$ cat config.mk
export PLATFORM = sky130hd
export DESIGN_NAME = register_access_master
export DESIGN_NICKNAME = d
export VERILOG_FILES = /design/src/rtl/register_access_master.sv
export SDC_FILE = /design/constraint.sdc
export NUM_CORES = 1
export LEC_CHECK = 0
export ABC_AREA = 1
export BUFFER_PORTS_ARGS = -buffer_cell sky130_fd_sc_hd__buf_2
export CAP_MARGIN = 25
export CORE_UTILIZATION = 50
export DETAILED_ROUTE_END_ITERATION = 8
export GPL_ROUTABILITY_DRIVEN = 0
export PLACE_DENSITY_LB_ADDON = 0.3
export SETUP_SLACK_MARGIN = 0.4
export SLEW_MARGIN = 20
export SYNTH_ARGS = -nofsm -noshare
export SYNTH_HDL_FRONTEND = slang
export SYNTH_SLANG_ARGS = --single-unit
$ cat constraint.sdc
create_clock -name clock -period 2 [get_ports clock]
set_clock_uncertainty 0.05 [all_clocks]
set_input_delay 0.3 -clock clock [delete_from_list [all_inputs] [get_ports clock]]
set_output_delay 0.3 -clock clock [all_outputs]
set_load 0.05 [all_outputs]
$ cat src/rtl/register_access_master.sv
// Command-driven initiator for the register file: sequences single/burst writes and reads
// and returns read beats over a valid/ready response channel.
module register_access_master #(
  parameter int ADDR_WIDTH = 4,
  parameter int DATA_WIDTH = 8,
  parameter int LEN_WIDTH  = 4
) (
  input  logic                  clock,
  input  logic                  reset,
  input  logic                  cmd_valid,
  output logic                  cmd_ready,
  input  logic                  cmd_write,
  input  logic [ADDR_WIDTH-1:0] cmd_addr,
  input  logic [LEN_WIDTH-1:0]  cmd_len,
  input  logic                  wdata_valid,
  output logic                  wdata_ready,
  input  logic [DATA_WIDTH-1:0] wdata,
  output logic                  rsp_valid,
  input  logic                  rsp_ready,
  output logic [DATA_WIDTH-1:0] rsp_data,
  output logic                  busy,
  output logic                  done,
  output logic                  rf_load,
  output logic [ADDR_WIDTH-1:0] rf_load_addr,
  output logic [DATA_WIDTH-1:0] rf_data_in,
  output logic                  rf_store,
  output logic [ADDR_WIDTH-1:0] rf_store_addr,
  input  logic [DATA_WIDTH-1:0] rf_data_out
);

  localparam logic [2:0] IDLE       = 3'd0;
  localparam logic [2:0] WR_BEAT    = 3'd1;
  localparam logic [2:0] RD_ISSUE   = 3'd2;
  localparam logic [2:0] RD_CAPTURE = 3'd3;
  localparam logic [2:0] RD_HOLD    = 3'd4;

  localparam logic [ADDR_WIDTH-1:0] ADDR_ONE = 1;
  localparam logic [LEN_WIDTH-1:0]  CNT_ONE  = 1;

  logic [2:0]            state_reg, state_next;
  logic [ADDR_WIDTH-1:0] addr_reg, addr_next;
  logic [LEN_WIDTH-1:0]  cnt_reg, cnt_next;
  logic                  done_reg, done_next;
  logic [DATA_WIDTH-1:0] rsp_data_reg, rsp_data_next;
  // Last values presented to the file, so the address/data outputs hold outside their states.
  logic [ADDR_WIDTH-1:0] load_addr_reg, load_addr_next;
  logic [DATA_WIDTH-1:0] load_data_reg, load_data_next;
  logic [ADDR_WIDTH-1:0] store_addr_reg, store_addr_next;

  always_comb begin
    state_next      = state_reg;
    addr_next       = addr_reg;
    cnt_next        = cnt_reg;
    done_next       = 1'b0;
    rsp_data_next   = rsp_data_reg;
    load_addr_next  = load_addr_reg;
    load_data_next  = load_data_reg;
    store_addr_next = store_addr_reg;
    case (state_reg)
      IDLE: begin
        if (cmd_valid) begin
          addr_next  = cmd_addr;
          cnt_next   = cmd_len;
          state_next = cmd_write ? WR_BEAT : RD_ISSUE;
        end
      end
      WR_BEAT: begin
        load_addr_next = addr_reg;
        load_data_next = wdata;
        if (wdata_valid) begin
          if (cnt_reg == '0) begin
            state_next = IDLE;
            done_next  = 1'b1;
          end else begin
            addr_next = addr_reg + ADDR_ONE;
            cnt_next  = cnt_reg - CNT_ONE;
          end
        end
      end
      RD_ISSUE: begin
        store_addr_next = addr_reg;
        state_next      = RD_CAPTURE;
      end
      RD_CAPTURE: begin
        rsp_data_next = rf_data_out;
        state_next    = RD_HOLD;
      end
      RD_HOLD: begin
        if (rsp_ready) begin
          if (cnt_reg == '0) begin
            state_next = IDLE;
            done_next  = 1'b1;
          end else begin
            addr_next  = addr_reg + ADDR_ONE;
            cnt_next   = cnt_reg - CNT_ONE;
            state_next = RD_ISSUE;
          end
        end
      end
      default: state_next = IDLE;
    endcase
  end

  always_ff @(posedge clock) begin
    if (reset) begin
      state_reg      <= IDLE;
      addr_reg       <= '0;
      cnt_reg        <= '0;
      done_reg       <= 1'b0;
      rsp_data_reg   <= '0;
      load_addr_reg  <= '0;
      load_data_reg  <= '0;
      store_addr_reg <= '0;
    end else begin
      state_reg      <= state_next;
      addr_reg       <= addr_next;
      cnt_reg        <= cnt_next;
      done_reg       <= done_next;
      rsp_data_reg   <= rsp_data_next;
      load_addr_reg  <= load_addr_next;
      load_data_reg  <= load_data_next;
      store_addr_reg <= store_addr_next;
    end
  end

  // Handshake and strobe outputs are forced low while reset is high, even before the edge.
  assign cmd_ready     = !reset && (state_reg == IDLE);
  assign wdata_ready   = !reset && (state_reg == WR_BEAT);
  assign rsp_valid     = !reset && (state_reg == RD_HOLD);
  assign busy          = !reset && (state_reg != IDLE);
  assign done          = !reset && done_reg;
  assign rf_load       = wdata_ready && wdata_valid;
  assign rf_store      = !reset && (state_reg == RD_ISSUE);
  assign rsp_data      = rsp_data_reg;
  assign rf_load_addr  = (state_reg == WR_BEAT) ? addr_reg : load_addr_reg;
  assign rf_data_in    = (state_reg == WR_BEAT) ? wdata : load_data_reg;
  assign rf_store_addr = (state_reg == RD_ISSUE) ? addr_reg : store_addr_reg;

endmodule

==> metrics, run 1 <==
Starting Density=53.7%; sequential fraction of the synthesis area=39.0%; Worst Tran Pin Value=0.535 ns; syn avg cell area=7.11 sq um; first drt pass iteration count=5; Worst-Skew Late Latency=0.30 ns; Placed Area=2240 sq um; Fin Setup TNS=0 ns; Top Ports=61; Remaining Overflow, GRT=0; CP Capture Type=flop; DR WL/cell=19.3 um; CP Launch Type=flop; die area=3950 sq um; Final Hold Viols=0; Routed WL=7870 um; Post-DP HPWL=2930 um; H-tree levels=2; Core ar.=3440 sq um; most frequent cells in the layout=44 x nor2_1, 39 x buf_4, 38 x buf_2; Cells after Synth=260; most common cell after layout, fill and taps aside=nor2_1; Row Count=21; initial DRC count=294; Post-synth EDFFs=0; global-route usage over all layers=34.9%; Peak Freq=0.508 GHz; CP max FO=7; FFs w/ async S/R, synth=0%; Post-Syn Area=1850 sq um; Area Growth Syn to Fin=64.7%; Die Ht=62.8 um; layout cells sized above 1=52.3%; clk root buf=clkbuf_8; worst path required time=2.18 ns; first-pass GRT wire length=10,500 um; cts bufs inserted=5; crit path kind=flop to flop; Post-Syn Nets=292; clock-pin slew on the worst setup and hold paths=0.08 ns; R2R depth=12; outcome=finished clean; dpl ws=0.231 ns; Cell variety after synth=29; min Tclk post-route=1.97 ns; pin count of the biggest net entering global routing=22; final setup violating endpoints=0; Final Max Tran Viols=0; Via density=5.63; initial antenna violation count=1; final worst setup slack=0.0325 ns; Worst Path Arrival=2.15 ns; Max transition margin=64.3%; ANT nets after route=0; Post-CTS Hold Buffers=0; clock tree from TritonCTS=done; Sink Count=36; vias in the first global route=2,168; flops & latches, synth=36; unrepaired setup endpoints after global routing=yes; Main synth FF type=dfxtp_1; Vias=2,301; Die W=62.8 um; Max Cap Viol=0; Layout Cell Area excl Fill=3050 sq um; ant diodes=0; Hold Path Class=input pin to flop; Clock Path Buffers=2; worst hold path depth=3; yosys synthesis warning count=0; Tcrit/Tclk final=98.4%; Residual DRC=0; nets=394; number of port buffers=60
-- critical path, stage by stage (launching register included) --
cell     delay [ns]
dfxtp_4        0.39
nor2_4         0.16
nand2_4        0.13
inv_4          0.12
or2_4          0.14
o21ai_4        0.07
buf_4          0.14
buf_4          0.13
buf_4          0.12
buf_4          0.12
buf_4          0.12
buf_4          0.12
nor2_1         0.08
-- timing repair --
action | in CTS | in global routing
cloned | 2 | 0
buffers inserted | 37 | 2
pin swaps | 3 | 6
endpoints found under the hold margin | 0 | 0
gates resized for setup | 94 | 21
endpoints found under the setup margin | 29 | 35
-- metal layers --
| layer | GRT usage [%] | vias up | routed length, um |
|---|---|---|---|
| met2 | 62.2 | 192 | 3650 |
| met1 | 35.3 | 1035 | 2870 |
| met5 | 0 | - | 0 |
| met3 | 8.21 | 64 | 679 |
| met4 | 25.0 | 0 | 673 |
| li1 | - | 1010 | - |
-- logic make-up (layout without fill, tap and decap cells) --
logic type               Yosys count  count (layout)  share of synthesized area, %
flip-flops                        36              36                          39.0
AO/OA/AOI/OAI                     39              39                          12.7
adder cells (fa/ha/maj)            2               2                          1.35
buffers and inverters             48             150                          11.2
AND/OR/NAND/NOR                  134             135                          35.3
XOR/XNOR                           1               1                         0.474
-- Yosys cell counts, types with 2 or more instances --
cell type	instances	area (sq um)
buf_6	2	22.5
a21oi_1	10	50.1
o21ai_0	17	85.1
dfxtp_1	36	721
or2_1	2	12.5
nor2_4	2	22.5
nand2_1	37	139
nand4_1	2	12.5
inv_1	37	139
nor3_1	2	10.0
inv_2	2	7.51
nand2_2	3	18.8
o21ai_2	8	70.1
or2_2	15	93.8
a211oi_1	4	30.0
clkbuf_1	3	11.3
nand2_4	3	33.8
nand3_1	10	50.1
buf_4	3	22.5
nor2_1	51	191
nor3_2	2	20.0
ha_1	2	25.0
-- worst paths after layout --
path | startpoint | endpoint | slack, ns
max | state_reg[2] | load_data_reg[3] | 0.03
min | rf_data_out[5] | rsp_data[5] | 0.20
max reg2reg | state_reg[2] | load_data_reg[3] | 0.03
min reg2reg | rsp_data[5] | rsp_data[5] | 0.43
-- final cells by class --
class                           count  area, sq um
Multi-Input combinational cell    177         1170
Timing Repair Buffer              102          816
Sequential cell                    36          732
Fill cell                         158          397
Inverter                           39          154
Clock buffer                        5         68.8
Tap cell                           46         57.6
Clock inverter                      3         42.5
Timing Repair inverter              1         6.26
-- per-stage QoR --
step	hold WS [ns]	util [%]	std cells
floorplan	0.403	-	260
global placement	0.409	65.2	360
detailed placement	0.416	65.2	360
CTS	0.200	84.9	407
global route	0.225	88.5	409
finish	0.204	88.5	409
Power of run 1 is not shown: default switching activity piles up to over one toggle a cycle in this logic, so the estimate is an artifact.
==> run 2, diff against run 1 <==
--- a/config.mk
+++ b/config.mk
@@ -8,10 +8,13 @@
 export ABC_AREA = 1
 export BUFFER_PORTS_ARGS = -buffer_cell sky130_fd_sc_hd__buf_2
 export CAP_MARGIN = 25
-export CORE_UTILIZATION = 50
+export CELL_PAD_IN_SITES_DETAIL_PLACEMENT = 0
+export CELL_PAD_IN_SITES_GLOBAL_PLACEMENT = 1
+export CORE_UTILIZATION = 35
 export DETAILED_ROUTE_END_ITERATION = 8
 export GPL_ROUTABILITY_DRIVEN = 0
 export PLACE_DENSITY_LB_ADDON = 0.3
+export RECOVER_POWER = 50
 export SETUP_SLACK_MARGIN = 0.4
 export SLEW_MARGIN = 20
 export SYNTH_ARGS = -nofsm -noshare
==> run 2 against run 1 <==
Compared with the run above:
- cell count rose by 2.0%
- critical path depth is 6 lower
- critical path type is now flop to output pin
- routed wire length shrank 40%
==> metrics, run 2 (synthesis gave the netlist of run 1 again) <==
clock tree from TritonCTS=done; Vias=1,871 (-19%); fill count=516 (+230%); Via density=4.49 (-20%); Area Growth Syn to Fin=50.8%; Worst Tran Pin Value=0.603 ns (+0.0677 ns); R2R Setup Slk=0.27 ns (+0.24 ns); Tcrit/Tclk final=91.0% (-7.4 points); DR WL/cell=11.3 um (-41%); most common cell after layout, fill and taps aside=nor2_1; sequential share of power=19.5%; ANT nets after route=0 (unchanged); most frequent cells in the layout=45 x nor2_1, 34 x nand2_1, 33 x dfxtp_1; Worst Path Arrival=1.47 ns (-0.68 ns); Seq. cell area=732 sq um (unchanged); cts bufs inserted=5 (unchanged); Max transition margin=60.0% (-4.3 points); initial antenna violation count=0 (-1); Clock Path Buffers=2 (unchanged); Die W=74.7 um (+19%); CP Launch Type=flop; layout cells sized above 1=45.5% (-6.8 points); Peak Freq=0.549 GHz (+8.1%); min Tclk post-route=1.82 ns (-0.148 ns); clock-pin slew on the worst setup and hold paths=0.07 ns (about the same); ant diodes=0 (unchanged); Clk pwr share=11.4%; H-tree levels=2 (unchanged); overall power=5.58 mW; first drt pass iteration count=5 (unchanged); Top Ports=61 (unchanged); worst vdd ir=0.000878 V; pin count of the biggest net entering global routing=21 (-4.5%); Comb power frac=69.1%; Sink Count=36 (unchanged); Pwr Density=2000 nW/um^2; Switching Fraction=49.9%; Hold Path Class=input pin to flop; Core ar.=5110 sq um (+48%); CP Capture Type=output pin; outcome=finished clean; leakage power=1.36 nW; Routed WL=4700 um (-40%); Starting Density=36.2% (-18 points); initial DRC count=66 (-78%); global-route usage over all layers=16.6% (-18 points); Final Max Tran Viols=0 (unchanged); Die Ht=74.7 um (+19%); unrepaired setup endpoints after global routing=yes; CP max FO=9 (+2); vias in the first global route=1,640 (-24%); Post-DP HPWL=2990 um (+2.1%); Final Hold Viols=0 (unchanged); first-pass GRT wire length=7090 um (-32%); Remaining Overflow, GRT=0 (unchanged); Max Cap Viol=0 (unchanged); internal power=2.79 mW; Multi-input gate area=1060 sq um (-9.3%); Fin Setup TNS=0 ns (unchanged); Row Count=26 (+24%); clk root buf=clkbuf_8; worst path required time=1.65 ns (-0.53 ns); Worst-Skew Late Latency=0.29 ns (about the same); Switching Power=2.78 mW; number of port buffers=60 (unchanged); final setup violating endpoints=0 (unchanged); die area=5580 sq um (+41%); crit path kind=flop to output pin; Residual DRC=0 (unchanged); nets=378 (-4.1%)
[run 2: layout make-up]
class / instances / area share (%)
timing repair buffer: 87 / 23.3
multi-input combinational: 177 / 38.0
clock inverter: 2 / 1.26
clock buffer: 6 / 2.60
inverter: 39 / 5.43
tap: 70 / 3.14
sequential: 36 / 26.2
[run 2: routing by layer]
metal | share of wire, % | track usage, % | vias to the layer above
met5 | 0 | 0 | -
met4 | 0.94 | 6.92 | 0
met3 | 4.7 | 4.28 | 6
met2 | 49 | 28.4 | 47
met1 | 45 | 19.6 | 837
li1 | - | - | 981
[run 2: what timing repair did]
| action | CTS | global route |
|---|---|---|
| pin swaps | 2 | 7 |
| hold buffers | 0 | 0 |
| setup endpoints to repair | 22 | 37 |
| resized for setup | 69 | 19 |
| gates cloned | 0 | 1 |
| buffers inserted | 18 | 4 |
[run 2: per-stage QoR]
stage	cells	util [%]	hold WS, ns	setup WS (ns)	cell area (sq um)
6_report	417	54.6	0.206	0.180	2790
5_1_grt	417	54.6	0.218	0.114	2790
4_1_cts	412	53.4	0.200	0.189	2730
3_5_place_dp	386	44.8	0.422	0.196	2290
3_3_place_gp	386	44.8	0.410	0.219	2290
2_1_floorplan	260	-	0.403	0.260	1910
[run 2: worst max-delay path: stages, from the launching register on]
cell and delay, ns:
dfxtp_4 0.37, nor3_4 0.23, buf_12 0.15, or2_2 0.12, inv_2 0.05, a21oi_4 0.11
buf_6 0.17
[run 2: path summary, 6_finish.rpt]
path | start | endpoint | cells after the start
setup / recovery | state_reg[2] | rf_store_addr[2] | 6
hold / removal | rf_data_out[5] | rsp_data[5] | 3
setup reg to reg | state_reg[0] | cnt_reg[2] | 10
hold reg to reg | rsp_data[5] | rsp_data[5] | 2
[run 2: power groups by stage]
stage / combinational [mW] / sequential, mW / clock (mW)
after floorplan: 2.46 / 1.10 / 0
after global placement: 2.97 / 1.08 / 0
after detailed placement: 2.98 / 1.09 / 0
after CTS: 3.68 / 1.09 / 0.652
after global routing: 4.14 / 1.11 / 0.680
final: 3.85 / 1.09 / 0.635
No activity file was read; power rests on OpenSTA's default activity.
==> run 3, diff against run 2 <==
--- a/config.mk
+++ b/config.mk
@@ -10,7 +10,9 @@
 export CAP_MARGIN = 25
 export CELL_PAD_IN_SITES_DETAIL_PLACEMENT = 0
 export CELL_PAD_IN_SITES_GLOBAL_PLACEMENT = 1
+export CORE_MARGIN = 5
 export CORE_UTILIZATION = 35
+export CTS_CLUSTER_DIAMETER = 50
 export DETAILED_ROUTE_END_ITERATION = 8
 export GPL_ROUTABILITY_DRIVEN = 0
 export PLACE_DENSITY_LB_ADDON = 0.3
@@ -20,3 +22,4 @@
 export SYNTH_ARGS = -nofsm -noshare
 export SYNTH_HDL_FRONTEND = slang
 export SYNTH_SLANG_ARGS = --single-unit
+export TNS_END_PERCENT = 100
==> run 3 against run 2 <==
Compared with the run above:
- combinational power rose by 5%
- die area rose by 23%
- non-clock buffer count rose by 4
- count of clock-buffer cells in the layout did not move
- flip-flop and latch count did not move
- routed wire length rose by 6.2%
- first-iteration DRC count fell by 21%
- maximum frequency fell by 3.3%
- design area barely moved
==> metrics, run 3 (synthesis gave the netlist of run 1 again) <==
Hold Path Class=input pin to flop; Area Growth Syn to Fin=50.9% (about the same); clk root buf=clkbuf_8; initial DRC count=52 (-21%); Layout Cell Area excl Fill=2790 sq um (about the same); pin count of the biggest net entering global routing=24 (+14%); Row Count=26 (unchanged); Seq. cell area=728 sq um (-0.51%); first-pass GRT wire length=8150 um (+15%); Worst-Skew Late Latency=0.28 ns (about the same); Via density=4.49 (+0.13%); clock tree from TritonCTS=done; initial antenna violation count=0 (unchanged); Multi-input gate area=1060 sq um (+0.12%); Starting Density=36.2% (unchanged); most common cell after layout, fill and taps aside=nor2_1; Sink Count=36 (unchanged); Post-Layout Cell Count=420 (+0.72%); Peak Freq=0.531 GHz (-3.3%); final setup violating endpoints=0 (unchanged); Core ar.=5110 sq um (unchanged); cts bufs inserted=5 (unchanged); DR WL/cell=11.9 um (+5.4%); Switching Fraction=50.0% (+0.078 points); layout cells sized above 1=45.1% (-0.39 points); ant diodes=0 (unchanged); H-tree levels=2 (unchanged); Switching Power=2.80 mW (+0.79%); global-route usage over all layers=15.5% (-1.1 points); Remaining Overflow, GRT=0 (unchanged); Die Ht=82.7 um (+11%); Max Cap Viol=0 (unchanged); Clock Path Buffers=2 (unchanged); Worst Path Arrival=1.53 ns (+0.06 ns); fill count=512 (-0.78%); first drt pass iteration count=4 (-1); Worst Tran Pin Value=0.621 ns (+0.0175 ns); number of port buffers=60 (unchanged); WHS=0.214 ns (+0.00777 ns); ANT nets after route=0 (unchanged); placed cells=387 (+0.26%); Top Ports=61 (unchanged); CP max FO=13 (+4); Vias=1,887 (+0.86%); unrepaired setup endpoints after global routing=yes; clock-pin slew on the worst setup and hold paths=0.07 ns (about the same); crit path kind=flop to output pin; Pwr Density=2010 nW/um^2 (+0.59%); Clk pwr share=8.6% (-2.8 points); Routed WL=4990 um (+6.2%); vias in the first global route=1,787 (+9.0%); outcome=finished clean; Residual DRC=0 (unchanged); Final Max Tran Viols=0 (unchanged); CP Capture Type=output pin; Final Hold Viols=0 (unchanged); Max transition margin=58.8% (-1.2 points); Fin Setup TNS=0 ns (unchanged); Post-DP HPWL=3290 um (+10%); most frequent cells in the layout=46 x nor2_1, 36 x nand2_1, 34 x dfxtp_1; nets=382 (+1.1%); worst path required time=1.65 ns (about the same); leakage power=1.38 nW (+1.1%); Comb power frac=72.1% (+3.0 points); worst vdd ir=0.000827 V (-5.8%); final worst setup slack=0.118 ns (-0.0625 ns); Tcrit/Tclk final=94.1% (+3.1 points); sequential share of power=19.4% (about the same); Placed Area=2280 sq um (-0.22%); Util after Layout=54.6% (about the same); min Tclk post-route=1.88 ns (+0.0625 ns); internal power=2.81 mW (+0.48%); dpl ws=0.239 ns (+0.0425 ns); Die W=82.7 um (+11%); overall power=5.61 mW (+0.63%); die area=6840 sq um (+23%); CP Launch Type=flop
==> run 3: area by class of cell <==
cell class | instances | share of cell area [%]
Clock buffer | 6 | 2.60
Clock inverter | 1 | 0.179
Inverter | 39 | 5.61
Multi-Input combinational cell | 177 | 38.0
Sequential cell | 36 | 26.1
Tap cell | 70 | 3.14
Timing Repair Buffer | 91 | 24.3
==> run 3: critical path, stage by stage (launching register included) <==
cell and delay (ns):
dfxtp_1 0.42, nor2_4 0.06, nand2_4 0.12, inv_8 0.06, or2_2 0.29, o21ai_2 0.10
inv_2 0.05, buf_6 0.15
==> run 3: power by group through the flow <==
stage	Sequential (mW)	Combinational (mW)	Clock [mW]
2_1_floorplan	1.10	2.46	0
5_1_grt	1.12	4.36	0.534
4_1_cts	1.08	3.67	0.502
3_5_place_dp	1.09	2.96	0
3_3_place_gp	1.09	2.95	0
6_report	1.09	4.04	0.481
==> run 3: layer usage <==
| metal | track usage [%] | wire [um] |
|---|---|---|
| met3 | 4.01 | 272 |
| met5 | 0 | 0 |
| met1 | 18.9 | 2270 |
| met4 | 6.21 | 110 |
| met2 | 25.8 | 2340 |
==> run 3: what timing repair did <==
item	in CTS	in global routing
buffers inserted	18	7
hold buffers	0	0
resized for setup	65	19
pin swaps	3	3
setup endpoints to repair	22	29
cloned	0	1
==> run 3: path summary, 6_finish.rpt <==
path,start,endpoint,slack [ns],depth (start not counted)
worst max register to register,state_reg[2],cnt_reg[1],0.46,9
worst min-delay path,rf_data_out[5],rsp_data[5],0.21,3
worst max-delay path,state_reg[2],rf_load_addr[2],0.12,7
worst min register to register,rsp_data[6],rsp_data[6],0.43,2
